## src/rtl/uart_pkg.sv

```systemverilog
// Shared UART constants and helpers used by the RX path blocks.
package uart_pkg;

  localparam int unsigned UART_DATA_WIDTH = 8;
  localparam int unsigned ERR_BIT         = UART_DATA_WIDTH;

  function automatic int unsigned clog2(input int unsigned n);
    int unsigned r;
    r = 0;
    while ((64'd1 << r) < 64'(n)) r++;
    return r;
  endfunction

endpackage

```

## src/rtl/uart_rx_fifo_mem.sv

```systemverilog
// Register-array storage for the RX FIFO: one synchronous write port, one async read port.
module uart_rx_fifo_mem #(
  parameter int unsigned WIDTH = 9,
  parameter int unsigned DEPTH = 8
) (
  input  logic                                 clock,
  input  logic                                 we,
  input  logic [uart_pkg::clog2(DEPTH)-1:0]    waddr,
  input  logic [WIDTH-1:0]                     wdata,
  input  logic [uart_pkg::clog2(DEPTH)-1:0]    raddr,
  output logic [WIDTH-1:0]                     rdata
);

  logic [WIDTH-1:0] mem [DEPTH];

  // Storage is intentionally not reset; validity is tracked by the pointers.
  always_ff @(posedge clock) begin
    if (we) mem[waddr] <= wdata;
  end

  assign rdata = mem[raddr];

endmodule

```

## src/rtl/uart_rx_fifo.sv

```systemverilog
// Receive elastic buffer between uart_rx and the async handshake; marks the entry after a drop.
module uart_rx_fifo #(
  parameter int unsigned UART_DATA_WIDTH = uart_pkg::UART_DATA_WIDTH,
  parameter int unsigned DEPTH           = 8
) (
  input  logic                                clock,
  input  logic                                reset,
  input  logic                                flush,
  input  logic                                din_valid,
  output logic                                din_ready,
  input  logic [UART_DATA_WIDTH:0]            din,
  output logic                                dout_valid,
  input  logic                                dout_ready,
  output logic [UART_DATA_WIDTH:0]            dout,
  output logic [uart_pkg::clog2(DEPTH):0]     level,
  output logic                                overrun
);

  import uart_pkg::clog2;

  localparam int unsigned AW = clog2(DEPTH);
  localparam int unsigned PW = AW + 1;
  localparam int unsigned W  = UART_DATA_WIDTH;

  logic [PW-1:0] wr_q, wr_d, rd_q, rd_d, level_q;
  logic          overrun_q, ovr_pending_q;
  logic          empty, full, push, pop, drop, we;
  logic [W:0]    wdata, rdata;

  assign empty = (wr_q == rd_q);
  assign full  = (wr_q[AW] != rd_q[AW]) && (wr_q[AW-1:0] == rd_q[AW-1:0]);
  assign pop   = dout_valid & dout_ready;
  assign push  = din_valid & (~full | pop);
  assign drop  = din_valid & full & ~pop;
  assign we    = push & ~flush;
  // The first character after a drop carries the error bit so the gap is visible downstream.
  assign wdata = {din[W] | ovr_pending_q, din[W-1:0]};

  always_comb begin
    wr_d = wr_q;
    rd_d = rd_q;
    if (flush) begin
      wr_d = '0;
      rd_d = '0;
    end else begin
      if (push) wr_d = wr_q + PW'(1);
      if (pop)  rd_d = rd_q + PW'(1);
    end
  end

  always_ff @(posedge clock or posedge reset) begin
    if (reset) begin
      wr_q          <= '0;
      rd_q          <= '0;
      level_q       <= '0;
      overrun_q     <= 1'b0;
      ovr_pending_q <= 1'b0;
    end else begin
      wr_q    <= wr_d;
      rd_q    <= rd_d;
      level_q <= wr_d - rd_d;
      if (flush) begin
        overrun_q     <= 1'b0;
        ovr_pending_q <= 1'b0;
      end else if (drop) begin
        overrun_q     <= 1'b1;
        ovr_pending_q <= 1'b1;
      end else if (push) begin
        ovr_pending_q <= 1'b0;
      end
    end
  end

  uart_rx_fifo_mem #(
    .WIDTH (W + 1),
    .DEPTH (DEPTH)
  ) u_mem (
    .clock (clock),
    .we    (we),
    .waddr (wr_q[AW-1:0]),
    .wdata (wdata),
    .raddr (rd_q[AW-1:0]),
    .rdata (rdata)
  );

  assign din_ready  = ~reset;
  assign dout_valid = ~empty;
  // Mask the unreset storage so dout reads zero whenever nothing is queued.
  assign dout       = dout_valid ? rdata : '0;
  assign level      = level_q;
  assign overrun    = overrun_q;

endmodule

```

## config.mk

```make
export PLATFORM = sky130hd
export DESIGN_NAME = uart_rx_fifo
export DESIGN_NICKNAME = d
export VERILOG_FILES = /design/src/rtl/uart_pkg.sv /design/src/rtl/uart_rx_fifo_mem.sv /design/src/rtl/uart_rx_fifo.sv
export SDC_FILE = /design/constraint.sdc
export NUM_CORES = 1
export LEC_CHECK = 0
export BUFFER_PORTS_ARGS = -buffer_cell sky130_fd_sc_hd__buf_2
export CAP_MARGIN = 15
export CELL_PAD_IN_SITES_DETAIL_PLACEMENT = 1
export CELL_PAD_IN_SITES_GLOBAL_PLACEMENT = 2
export CORE_AREA = 2 2 94 96
export DETAILED_ROUTE_END_ITERATION = 16
export DIE_AREA = 0 0 96 98
export GPL_TIMING_DRIVEN = 0
export PLACE_DENSITY_LB_ADDON = 0.1
export SETUP_SLACK_MARGIN = 0.3
export SLEW_MARGIN = 20
export SYNTH_ARGS = -nofsm -noshare
export SYNTH_HDL_FRONTEND = slang
export SYNTH_SLANG_ARGS = --single-unit
```

## constraint.sdc

```tcl
create_clock -name clock -period 2.7 [get_ports clock]
set_clock_uncertainty 0.1 [all_clocks]
set_input_delay 0.27 -clock clock [delete_from_list [all_inputs] [get_ports clock]]
set_output_delay 0.27 -clock clock [all_outputs]
set_load 0.1 [all_outputs]
```

[Word-level counts from Yosys, hierarchy flattened]
Memories as Yosys holds them, arrays and structs flattened.
Index checks and enable logic that the tools add are counted.
Storage, ports and cells
  register bits: 14
  memory bits (writable): 72
  bits of input ports: 14
  output and inout port bits: 16
  memories kept: 1
Operators by class
  $add $sub $neg: 3
  equal/unequal tests: 3
  multiplexer cells: 12
  bitwise operators: 12
  reductions and logical operators: 3
Memories
  u_mem.mem: words 8, width 9, read ports 1, clocked after Yosys merged registers in 0, write ports 1, line uart_rx_fifo_mem.sv:14  | logic [WIDTH-1:0] mem [DEPTH];
Operators with widths (count)
  $mux 4: 4
  $mux 9: 1
  $add 4x1->4 const B: 2
  $mux 1: 7
  $and 1x1->1: 5
  $not 1->1: 5
  $eq 4x4->1: 1
  $sub 4x4->4: 1
  $eq 3x3->1: 1
  $reduce_bool 3->1: 1
  $or 1x1->1: 2
  $reduce_bool 2->1: 1
  $logic_and 1x1->1: 1
  $ne 1x1->1: 1

[Logic depth before layout (Yosys ltp)]
  word-level depth: 8
  gate-level depth with buffers: 13
  depth with buffers taken out: 12

[Modules after synthesis]
A second synthesis with hierarchy kept.
Unflattened totals
  cell total of the unflattened synthesis: 212
  area, all modules: 3812.4 um^2
By module, submodules not included
  uart_rx_fifo_mem: times used 1, cells each 117, area each 2839.0 um^2, seq. area each 2162.1 um^2
  uart_rx_fifo: times used 1, cells each 95, area each 973.4 um^2, seq. area each 350.3 um^2

[Worst setup path after synthesis]
OpenSTA, ideal clock, no wires.
  kind: register to output
  from: reg rd_q[1]
  to: out dout[0]
  arrival: 2349 ps
  required time: 2330 ps
  path slack: -19 ps
  stages on the path, launching flop included: 6
  cell sequence: dfrtp_1 -> buf_2 -> buf_2 -> mux4_2 -> mux2i_1 -> nor2_1
Between the ends
  cells in the longest elaborated chain, start to end: 2
RTL lines
  from (decl): line uart_rx_fifo.sv:25  | logic [PW-1:0] wr_q, wr_d, rd_q, rd_d, level_q;
  from (signal assigned): line uart_rx_fifo.sv:60  | rd_q <= rd_d;
  $mem_v2 8x9 or $eq 4x4->1 (tied branches)
  $mux 9 *: line uart_rx_fifo.sv:89  | assign dout = dout_valid ? rdata : '0;
  to (decl): line uart_rx_fifo.sv:14  | output logic [UART_DATA_WIDTH:0] dout,
Mark *: on every way between the ends. The rest lies on a longest branch, timed or not.

[Final worst setup path]
  from: reg rd_q[0]
  to: out dout[0]
Same word-level chain as after synthesis.

==> metrics.cfg <==
[timing]
max_slew_margin = 0.5917
finalCritPeriodShare = 0.9067
final.setup.tns_ps = 0
hold_viol = 0
tightest_slew_ps = 610.4
fmax_mhz = 408.5
final_max_slew_viol_count = 0
rsz0062_at_grt = true
setup_violations = 0
timing.final.crit_period_ps = 2448

[global_routing]
grt_use_met3 = 0.04784
grt_max_degree = 16
busiest_layer = met2
grt_use_total = 0.1923
grt_use_met2 = 0.3259
use_met1 = 0.2415
overflow = 0
grt_pass1_wl_mm = 12.74
grt_pass1_vias = 2186
antenna_found_initial = 0

[pwr]
pwr-share-comb = 0.409
p_clk_frac = 0.205
peakVddDrop_mv = 0.4449
p_leak_nw = 1.625
p_sw_frac = 0.3814
power.density_nw_per_um2 = 836.8
p_sw_w = 0.001494
intPower_w = 0.002422
power_frac_seq = 0.386

[setup_path]
cp_cell_sequence = buf_6 > buf_12 > buf_4 > mux4_2 > mux2i_1 > nor2_2 > buf_12
end_kind = output port
ff2ff_path_depth = 10
cpMostUsedCell = buf_12
critPathLaunchType = flop
ff2ff_setup_slack_ps = 270
cp_num_buf_inv = 4
crit_required_ps = 2330
r2r_end = level[2]
arrival_ps = 2080
critPathMaxStageDelay_ps = 470
cp_top_family = multiplexers
worstSetupPathType = reg -> out
cp_max_fo = 5
cp_slowest_cell = mux4_2
r2r_start = rd_q[3]

[yosys]
yosysTopAreaCell = edfxtp_1
synth_warnings = 0
synthTopCellsByArea = edfxtp_1 59%, mux4_2 11%, dfrtp_1 9.5%
async_reset_ff_frac = 0.1628
syn_nets = 225
synthDistinctLibCells = 40
synth-seq-cells = 86
syn_inst = 205
synth_seq_area_share = 0.6816
synth_top_cell_area_share = 0.5866
synth-main-ff-cell = edfxtp_1
synth.avg_cell_area_um2 = 17.98
synth_edf_count = 72
syn_area_um2 = 3686

[routing]
drt_iter0_drc = 105
antenna_left = 0
wl_per_cell_um = 21.46
drc = 0
vias_per_cell = 5.274
vias = 2004
drtPass1Iterations = 4
wl_mm = 8.153

[cts]
clockRootBuffer = clkbuf_8
cts_buffers = 9
clk_latency_ps = 350
cts_tree = done
clk_pin_slew_worst_paths_ps = 90
h-tree-depth = 3
numClockSinks = 86
cts_max_path_buffers = 2

[cells_and_area]
area_delta_synth_final_pct = 26.95
num_antenna_cells = 0
drive_gt1_frac = 0.4890
final_cell_area_um2 = 4679
nets = 287

[worst_hold_path]
hold_end = u_mem.mem[0][3]
hp-start = din[3]
min_path_type = in -> reg
min_path_cells = 1

[outcome]
status = finished, final reports clean

[floorplan]
initial_core_util = 0.4354
die_x_um = 96
design.core.area_um2 = 8466
pin_count = 30
die_y_um = 98
die_area_um2 = 9408
rows = 34

[placed_design]
gp_routability_congestion = 0.7934
post-dp-hpwl_mm = 5.148
io_buffers = 29
place_area_um2 = 4030

[flow_run]
drv_cap = 0

-- cells in the mapped netlist, types with 2 or more instances --
library cell  number
mux2i_1           11
nor3_2             2
xor2_1             8
xnor2_2            2
edfxtp_1          72
buf_6              2
nand4_1            2
a21oi_1            3
xnor2_1            2
ha_1               5
inv_1              4
or2_1              3
nand2_1            3
buf_2              4
mux4_2            18
dfrtp_1           14
nor2_1            25
nand2b_1           3
-- sequential cells by signal, summed over array words and instances, names as in the netlist --
| name | flops |
|---|---|
| wr_q | 4 |
| level | 4 |
| rd_q | 4 |
| u_mem.mem | 72 |
| overrun | 1 |
| ovr_pending_q | 1 |
-- what timing repair did --
action,4_1_cts,5_1_grt
buffers inserted,15,4
setup endpoints to repair,84,39
pin swaps,7,5
gates cloned,1,1
endpoints found under the hold margin,14,0
hold buffers,1,0
resized for setup,47,29
-- through the flow --
stage                     std cells  setup slack [ps]  hold slack, ps  power, W    util
after floorplan                 205             242.2           268.9  0.002547       -
after global placement          342            -4.978           248.5  0.002741  0.4761
after detailed placement        342            -26.84           260.5  0.002761  0.4761
after CTS                       375             135.9           67.04  0.003800  0.5330
after global routing            380             136.3           94.30  0.004051  0.5528
final                           380             251.8           85.39  0.003916  0.5528
-- worst max path at each step --
stage	depth (start not counted)	startpoint	endpoint
finish	7	rd_q[0]	dout[0]
global route	13	wr_q[1]	level[3]
CTS	6	rd_q[0]	dout[4]
detailed placement	6	wr_q[0]	u_mem.mem[2][0]
global placement	6	wr_q[0]	u_mem.mem[5][6]
floorplan	12	wr_q[0]	level[3]
-- power by group through the flow --
stage / clock network [W] / logic (W) / registers, W
floorplan: 0 / 0.000842 / 0.00170
global placement: 0 / 0.00120 / 0.00154
detailed placement: 0 / 0.00122 / 0.00154
CTS: 0.000826 / 0.00146 / 0.00151
global route: 0.000868 / 0.00166 / 0.00152
finish: 0.000803 / 0.00160 / 0.00151
-- logic make-up (layout without fill, tap and decap cells) --
family | Yosys count | count (layout) | share of synthesized area
AO/OA/AOI/OAI | 9 | 9 | 0.01833
XOR/XNOR | 13 | 13 | 0.04006
adder cells (fa/ha/maj) | 6 | 6 | 0.02240
multiplexers | 29 | 29 | 0.1399
AND/OR/NAND/NOR | 49 | 49 | 0.07672
buffers and inverters | 13 | 80 | 0.02104
flip-flops | 86 | 86 | 0.6816
-- metal layers --
layer / up-vias / wire [um] / share of wire
li1: 908 / - / -
met1: 1047 / 3488 / 0.43
met2: 36 / 4289 / 0.53
met3: 13 / 224 / 0.027
met4: 0 / 151 / 0.019
met5: - / 0 / 0
-- cell usage in the layout (no fill, tap or decap), types with 2 or more instances in the layout --
cell type / Yosys / routed
clkinv_2: 0 / 2
inv_1: 4 / 4
mux2i_2: 0 / 3
nor3_4: 0 / 2
buf_2: 4 / 21
nand4_1: 2 / 2
dfrtp_2: 0 / 5
ha_1: 5 / 4
nor2_2: 0 / 11
edfxtp_1: 72 / 72
or2_1: 3 / 3
inv_6: 1 / 2
buf_6: 2 / 8
buf_12: 0 / 10
mux2i_1: 11 / 7
nand2_1: 3 / 3
clkbuf_1: 1 / 2
xnor2_4: 0 / 2
nand2b_1: 3 / 3
clkbuf_8: 0 / 9
nor2_1: 25 / 9
a21oi_1: 3 / 2
buf_4: 1 / 16
nor2_4: 0 / 5
xor2_1: 8 / 7
mux4_2: 18 / 18
dfrtp_1: 14 / 9
-- area by class of cell --
| class | count | area (um^2) |
|---|---|---|
| inverter | 5 | 26.28 |
| fill | 785 | 3786 |
| timing repair buffer | 51 | 488.0 |
| buffer | 8 | 93.84 |
| multi-input combinational | 106 | 1246 |
| clock buffer | 10 | 127.6 |
| tap | 108 | 135.1 |
| sequential | 86 | 2519 |
| clock inverter | 6 | 43.79 |
(Power assumes the default switching activity.)
